### src/rtl/decimal_pkg.sv
// Shared encodings for the decimal key encoder: FSM states, key-line constants
// and the one-cold key classifier.
package decimal_pkg;

    localparam int KEY_COUNT = 10;
    localparam int BCD_W     = 4;
    localparam logic [KEY_COUNT-1:0] KEYS_NONE = 10'h3FF;

    typedef enum logic [1:0] {
        ST_IDLE       = 2'd0,
        ST_PRESS_DB   = 2'd1,
        ST_HELD       = 2'd2,
        ST_RELEASE_DB = 2'd3
    } state_t;

    typedef enum logic [1:0] {
        CLS_NONE   = 2'd0,
        CLS_SINGLE = 2'd1,
        CLS_MULTI  = 2'd2
    } key_class_t;

    typedef struct packed {
        key_class_t           cls;
        logic [BCD_W-1:0]     idx;
    } key_info_t;

    // idx is only meaningful when cls is CLS_SINGLE.
    function automatic key_info_t classify_keys(input logic [KEY_COUNT-1:0] keys);
        key_info_t info;
        int        lows;
        lows     = 0;
        info.idx = '0;
        info.cls = CLS_NONE;
        for (int i = 0; i < KEY_COUNT; i++) begin
            if (!keys[i]) begin
                lows     = lows + 1;
                info.idx = BCD_W'(i);
            end
        end
        if (lows == 1) begin
            info.cls = CLS_SINGLE;
        end else if (lows > 1) begin
            info.cls = CLS_MULTI;
        end
        return info;
    endfunction

endpackage

### src/rtl/key_sync.sv
// Per-bit two-flop synchronizer with asynchronous reset to a chosen idle value.
module key_sync #(
    parameter int               WIDTH       = 10,
    parameter logic [WIDTH-1:0] RESET_VALUE = '1
) (
    input  logic             clk,
    input  logic             rst,
    input  logic [WIDTH-1:0] async_i,
    output logic [WIDTH-1:0] sync_o
);

    genvar gi;
    generate
        for (gi = 0; gi < WIDTH; gi++) begin : g_bit
            logic meta_q;
            logic sync_q;

            always_ff @(posedge clk or posedge rst) begin
                if (rst) begin
                    meta_q <= RESET_VALUE[gi];
                    sync_q <= RESET_VALUE[gi];
                end else begin
                    meta_q <= async_i[gi];
                    sync_q <= meta_q;
                end
            end

            assign sync_o[gi] = sync_q;
        end
    endgenerate

endmodule

### src/rtl/decimal_key_encoder.sv
// Debounced one-cold decimal keypad to BCD encoder with multi-key rejection
// and a one-entry valid/ready output holding register.
module decimal_key_encoder
    import decimal_pkg::*;
#(
    parameter  int DEBOUNCE_CYCLES = 1000,
    localparam int CNT_W           = $clog2(DEBOUNCE_CYCLES)
) (
    input  logic                 clk,
    input  logic                 rst,
    input  logic [KEY_COUNT-1:0] key_n,
    output logic [BCD_W-1:0]     digit,
    output logic                 digit_valid,
    input  logic                 digit_ready,
    output logic                 multi_err,
    output logic                 overrun
);

    localparam logic [CNT_W-1:0] CNT_LAST = CNT_W'(DEBOUNCE_CYCLES - 1);

    logic [KEY_COUNT-1:0] key_s;
    key_info_t            key_info;

    state_t               state_q;
    logic [CNT_W-1:0]     cnt_q;
    logic [BCD_W-1:0]     cand_q;
    logic [BCD_W-1:0]     digit_q;
    logic                 digit_valid_q;
    logic                 multi_err_q;
    logic                 overrun_q;

    logic [KEY_COUNT-1:0] cand_pattern_d;
    logic                 match_d;
    logic                 load_d;

    key_sync #(
        .WIDTH       (KEY_COUNT),
        .RESET_VALUE (KEYS_NONE)
    ) u_key_sync (
        .clk     (clk),
        .rst     (rst),
        .async_i (key_n),
        .sync_o  (key_s)
    );

    always_comb begin
        key_info       = classify_keys(key_s);
        cand_pattern_d = KEYS_NONE ^ (KEY_COUNT'(1) << cand_q);
        match_d        = (key_s == cand_pattern_d);
        load_d         = (state_q == ST_PRESS_DB) && match_d && (cnt_q == CNT_LAST);
    end

    always_ff @(posedge clk or posedge rst) begin
        if (rst) begin
            state_q       <= ST_IDLE;
            cnt_q         <= '0;
            cand_q        <= '0;
            digit_q       <= '0;
            digit_valid_q <= 1'b0;
            multi_err_q   <= 1'b0;
            overrun_q     <= 1'b0;
        end else begin
            multi_err_q <= (key_info.cls == CLS_MULTI);
            overrun_q   <= 1'b0;

            case (state_q)
                ST_IDLE: begin
                    if (key_info.cls == CLS_SINGLE) begin
                        cand_q  <= key_info.idx;
                        cnt_q   <= '0;
                        state_q <= ST_PRESS_DB;
                    end
                end
                ST_PRESS_DB: begin
                    if (!match_d) begin
                        cnt_q   <= '0;
                        state_q <= ST_IDLE;
                    end else if (cnt_q == CNT_LAST) begin
                        state_q <= ST_HELD;
                    end else begin
                        cnt_q <= cnt_q + CNT_W'(1);
                    end
                end
                ST_HELD: begin
                    // Any other key or combination is ignored until a clean release.
                    if (key_info.cls == CLS_NONE) begin
                        cnt_q   <= '0;
                        state_q <= ST_RELEASE_DB;
                    end
                end
                ST_RELEASE_DB: begin
                    if (key_info.cls != CLS_NONE) begin
                        state_q <= ST_HELD;
                    end else if (cnt_q == CNT_LAST) begin
                        state_q <= ST_IDLE;
                    end else begin
                        cnt_q <= cnt_q + CNT_W'(1);
                    end
                end
                default: begin
                    state_q <= ST_IDLE;
                end
            endcase

            // A load while the consumer drains in the same cycle replaces the digit.
            if (load_d) begin
                if (!digit_valid_q || digit_ready) begin
                    digit_q       <= cand_q;
                    digit_valid_q <= 1'b1;
                end else begin
                    overrun_q <= 1'b1;
                end
            end else if (digit_valid_q && digit_ready) begin
                digit_valid_q <= 1'b0;
            end
        end
    end

    assign digit       = digit_q;
    assign digit_valid = digit_valid_q;
    assign multi_err   = multi_err_q;
    assign overrun     = overrun_q;

endmodule

### config.mk
export PLATFORM = sky130hd
export DESIGN_NAME = decimal_key_encoder
export DESIGN_NICKNAME = d
export VERILOG_FILES = /design/src/rtl/decimal_pkg.sv /design/src/rtl/key_sync.sv /design/src/rtl/decimal_key_encoder.sv
export SDC_FILE = /design/constraint.sdc
export NUM_CORES = 1
export LEC_CHECK = 0
export CAP_MARGIN = 20
export CORE_ASPECT_RATIO = 0.9
export CORE_MARGIN = 3
export CORE_UTILIZATION = 30
export DETAILED_ROUTE_END_ITERATION = 10
export GPL_TIMING_DRIVEN = 0
export PLACE_DENSITY = 0.5
export REMOVE_ABC_BUFFERS = 1
export SLEW_MARGIN = 0
export SYNTH_ARGS = -nofsm -noshare
export SYNTH_HDL_FRONTEND = slang
export SYNTH_SLANG_ARGS = --single-unit
### constraint.sdc
create_clock -name clk -period 12.7 [get_ports clk]
set_input_delay 1.905 -clock clk [delete_from_list [all_inputs] [get_ports clk]]
set_output_delay 1.905 -clock clk [all_outputs]
set_load 0.02 [all_outputs]
==> results.md <==
- Avg Synthesized Cell Area: 9.35 um2
- Post-Syn Area: 0.00293 mm2
- Die width: 110 um
- Vias: 2311
- Sink Count: 43
- Root buffer cell: clkbuf_8
- FMAX: 143 MHz
- # placed instances: 439
- Ys flop type: dfrtp_1
- Worst setup EP type: flop
- First-pass GRT wire length: 10800 um
- Outcome: completed
- Remaining Overflow, GRT: 0
- Max_cap viols: 0
- Yosys top cell area share: 19.7%
- Slew Limit Fails: 0
- # rows: 33
- Post-DP HPWL: 4520 um
- DR DRC count: 0
- H-tree levels: 2
- Max Fanout on Critical Path: 7
- Share of layout cells above drive strength 1: 15.7%
- Port-buffer cells: 19
- ANT cells: 0
- Worst rel slew slack: 43.9%
- Largest net degree at the start of global routing: 33
- Measured slew at the worst slew-check pin: 841 ps
- Clock Path Buffers: 2
- Post-synthesis register bit count: 43
- Avg WL per Cell: 13.5 um
- Initial Utilization: 31.5%
- Final net count: 347
- Async set-reset flop share out of synthesis: 100%
- P_leak: 1.34 nW
- Vias per std cell: 5.17
- Chip height: 99.7 um
- RD Place Congestion: 0.767
- Synth unique cells: 63
- Total GRT Usage: 12.0%
- CTS tree: done
- # fillers: 955
- Startpoint types: flop
- CP max stage cell: dfstp_2
- Post-synthesis sequential area ratio: 37.6%
- TritonRoute pass-1 iters: 4
- IO Pins: 20
- RSZ-0062 raised after global routing: no
- CP Data Arrival Time: 7160 ps
- Hold Path Class: flop to flop
- Final Util: 35.7%
- Die area: 0.0110 mm2
- Clk pin slew, worst setup/hold paths: 80 ps
- Top cells by area, synth: dfrtp_1, dfstp_2, ha_1, o21ai_0, nor2_1
- Initial antenna violation count: 0
- Final Skew: 5.62 ps
- Mapped Cells: 313
- CP required: 12880 ps
- Vias in the first global route: 2232
- Yosys top cell by area: dfrtp_1
- Max incr delay on CP: 590 ps
- Number of buffers created by CTS: 5
- CORE AREA: 0.00929 mm2
- Final non-filler cell total: 447
- Synth warn: 0
- Final ANT Viol Nets: 0
- Most frequent cells in the layout: nor2_1, nand2_1, dfrtp_1
- Most common cell on crit path: ha_1
- Setup CP Type: flop to flop
- WL final: 6040 um
- Period utilization: 54.9%
- CTS hold repair buffers: 0
- Post-CTS resize count: 0
- Layout area overhead: 13.3%
- Final Hold Viols: 0
- Post-synth EDFFs: 0
- Post-CTS setup buffers: 0
- Clk_lat worst skew: 300 ps
- 1st-iter DRT viols: 81
- Most common cell after layout, fill and taps aside: nor2_1
- Max VDD drop: 0.0000612 V
- Final setup fails: 0
- Fin Setup TNS: 0 ps
- Fin crit period: 6970 ps
- Pwr dens: 137 mW/mm2
[logic make-up after synthesis]
| group | Yosys count | share of synthesized area [%] |
|---|---|---|
| xor gates and xnor gates | 21 | 9.07 |
| buffers and inverters | 31 | 4.45 |
| muxes | 13 | 4.92 |
| and+or+nand+nor | 120 | 21.7 |
| adders and majority gates | 11 | 4.62 |
| AOI/OAI and AO/OA | 74 | 17.6 |
| DFF | 43 | 37.6 |
[layout make-up]
cell class | instances | area (um2) | area share [%]
clock inverter | 2 | 16.3 | 0.491
timing repair buffer | 20 | 210 | 6.34
clock buffer | 6 | 82.6 | 2.49
sequential | 43 | 1100 | 33.2
inverter | 15 | 56.3 | 1.70
multi-input combinational | 239 | 1690 | 51.1
tap | 122 | 153 | 4.61
[state kept, by name (all words and copies together) (netlist names)]
| name | flops |
|---|---|
| digit_valid | 1 |
| u_key_sync.g_bit.sync_q | 10 |
| cand_q | 4 |
| overrun | 1 |
| u_key_sync.g_bit.meta_q | 10 |
| multi_err | 1 |
| state_q | 2 |
| cnt_q | 10 |
| digit | 4 |
[per-layer routing]
metal  global-route usage, %  up-vias  wire length, um  share of wire, %
met5                       0        -                0                 0
met4                    3.22        0               67               1.1
met3                    1.69        6              186               3.1
met2                    17.9       43             2650                44
met1                    18.2     1102             3130                52
li1                        -     1160                -                 -
[worst paths after layout]
kind | endpoint | start | slack [ps] | cells past startpoint
worst max register to register | cand_q[1]$_DFFE_PP0P_ | u_key_sync.g_bit[1].sync_q$_DFF_PP1_ | 5730 | 31
worst min register to register | u_key_sync.g_bit[2].sync_q$_DFF_PP1_ | u_key_sync.g_bit[2].meta_q$_DFF_PP1_ | 360 | 0
worst max-delay path | cand_q[1]$_DFFE_PP0P_ | u_key_sync.g_bit[1].sync_q$_DFF_PP1_ | 5730 | 31
worst min-delay path | u_key_sync.g_bit[2].sync_q$_DFF_PP1_ | u_key_sync.g_bit[2].meta_q$_DFF_PP1_ | 360 | 0
max in group asynchronous | u_key_sync.g_bit[3].meta_q$_DFF_PP1_ | rst | 10330 | 3
min in group asynchronous | cnt_q[3]$_DFFE_PP0P_ | rst | 1850 | 2
[per-stage QoR]
| step | area [um2] | hold slack (ps) | setup slack (ps) | power (mW) |
|---|---|---|---|---|
| 2_1_floorplan | 2850 | 345 | 6490 | 0.316 |
| 5_1_grt | 3310 | 361 | 5090 | 0.489 |
| 6_report | 3310 | 359 | 5730 | 0.453 |
| 3_5_place_dp | 3210 | 347 | 5740 | 0.361 |
| 3_3_place_gp | 3190 | 346 | 5780 | 0.358 |
| 4_1_cts | 3310 | 360 | 5710 | 0.458 |
[Yosys cell counts (all sizes together) (7+ instances only)]
cell and count:
nor2 29, nand2 26, dfrtp 23, o21ai 22, dfstp 20, inv 15
nor3 11, a31oi 10, ha 10, nand3 10, clkbuf 9, nor2b 9
xnor2 9, xor2 9, mux2 8, o22a 8, and3 7, buf 7
[critical path: cells and delay by family (launching register included)]
family,cells,cell delay (ps)
AOI/OAI and AO/OA,4,470
xor gates and xnor gates,3,670
adders and majority gates,7,1980
buffers and inverters,2,120
DFF,1,590
muxes,2,650
and+or+nand+nor,13,2370
[power breakdown]
group	switching, mW	leakage [nW]	internal [mW]
Combinational	0.102	0.770	0.0816
Sequential	0.0237	0.519	0.151
Clock	0.0493	0.0474	0.0444
Total	0.175	1.34	0.277
No activity file was read; power rests on OpenSTA's default activity.
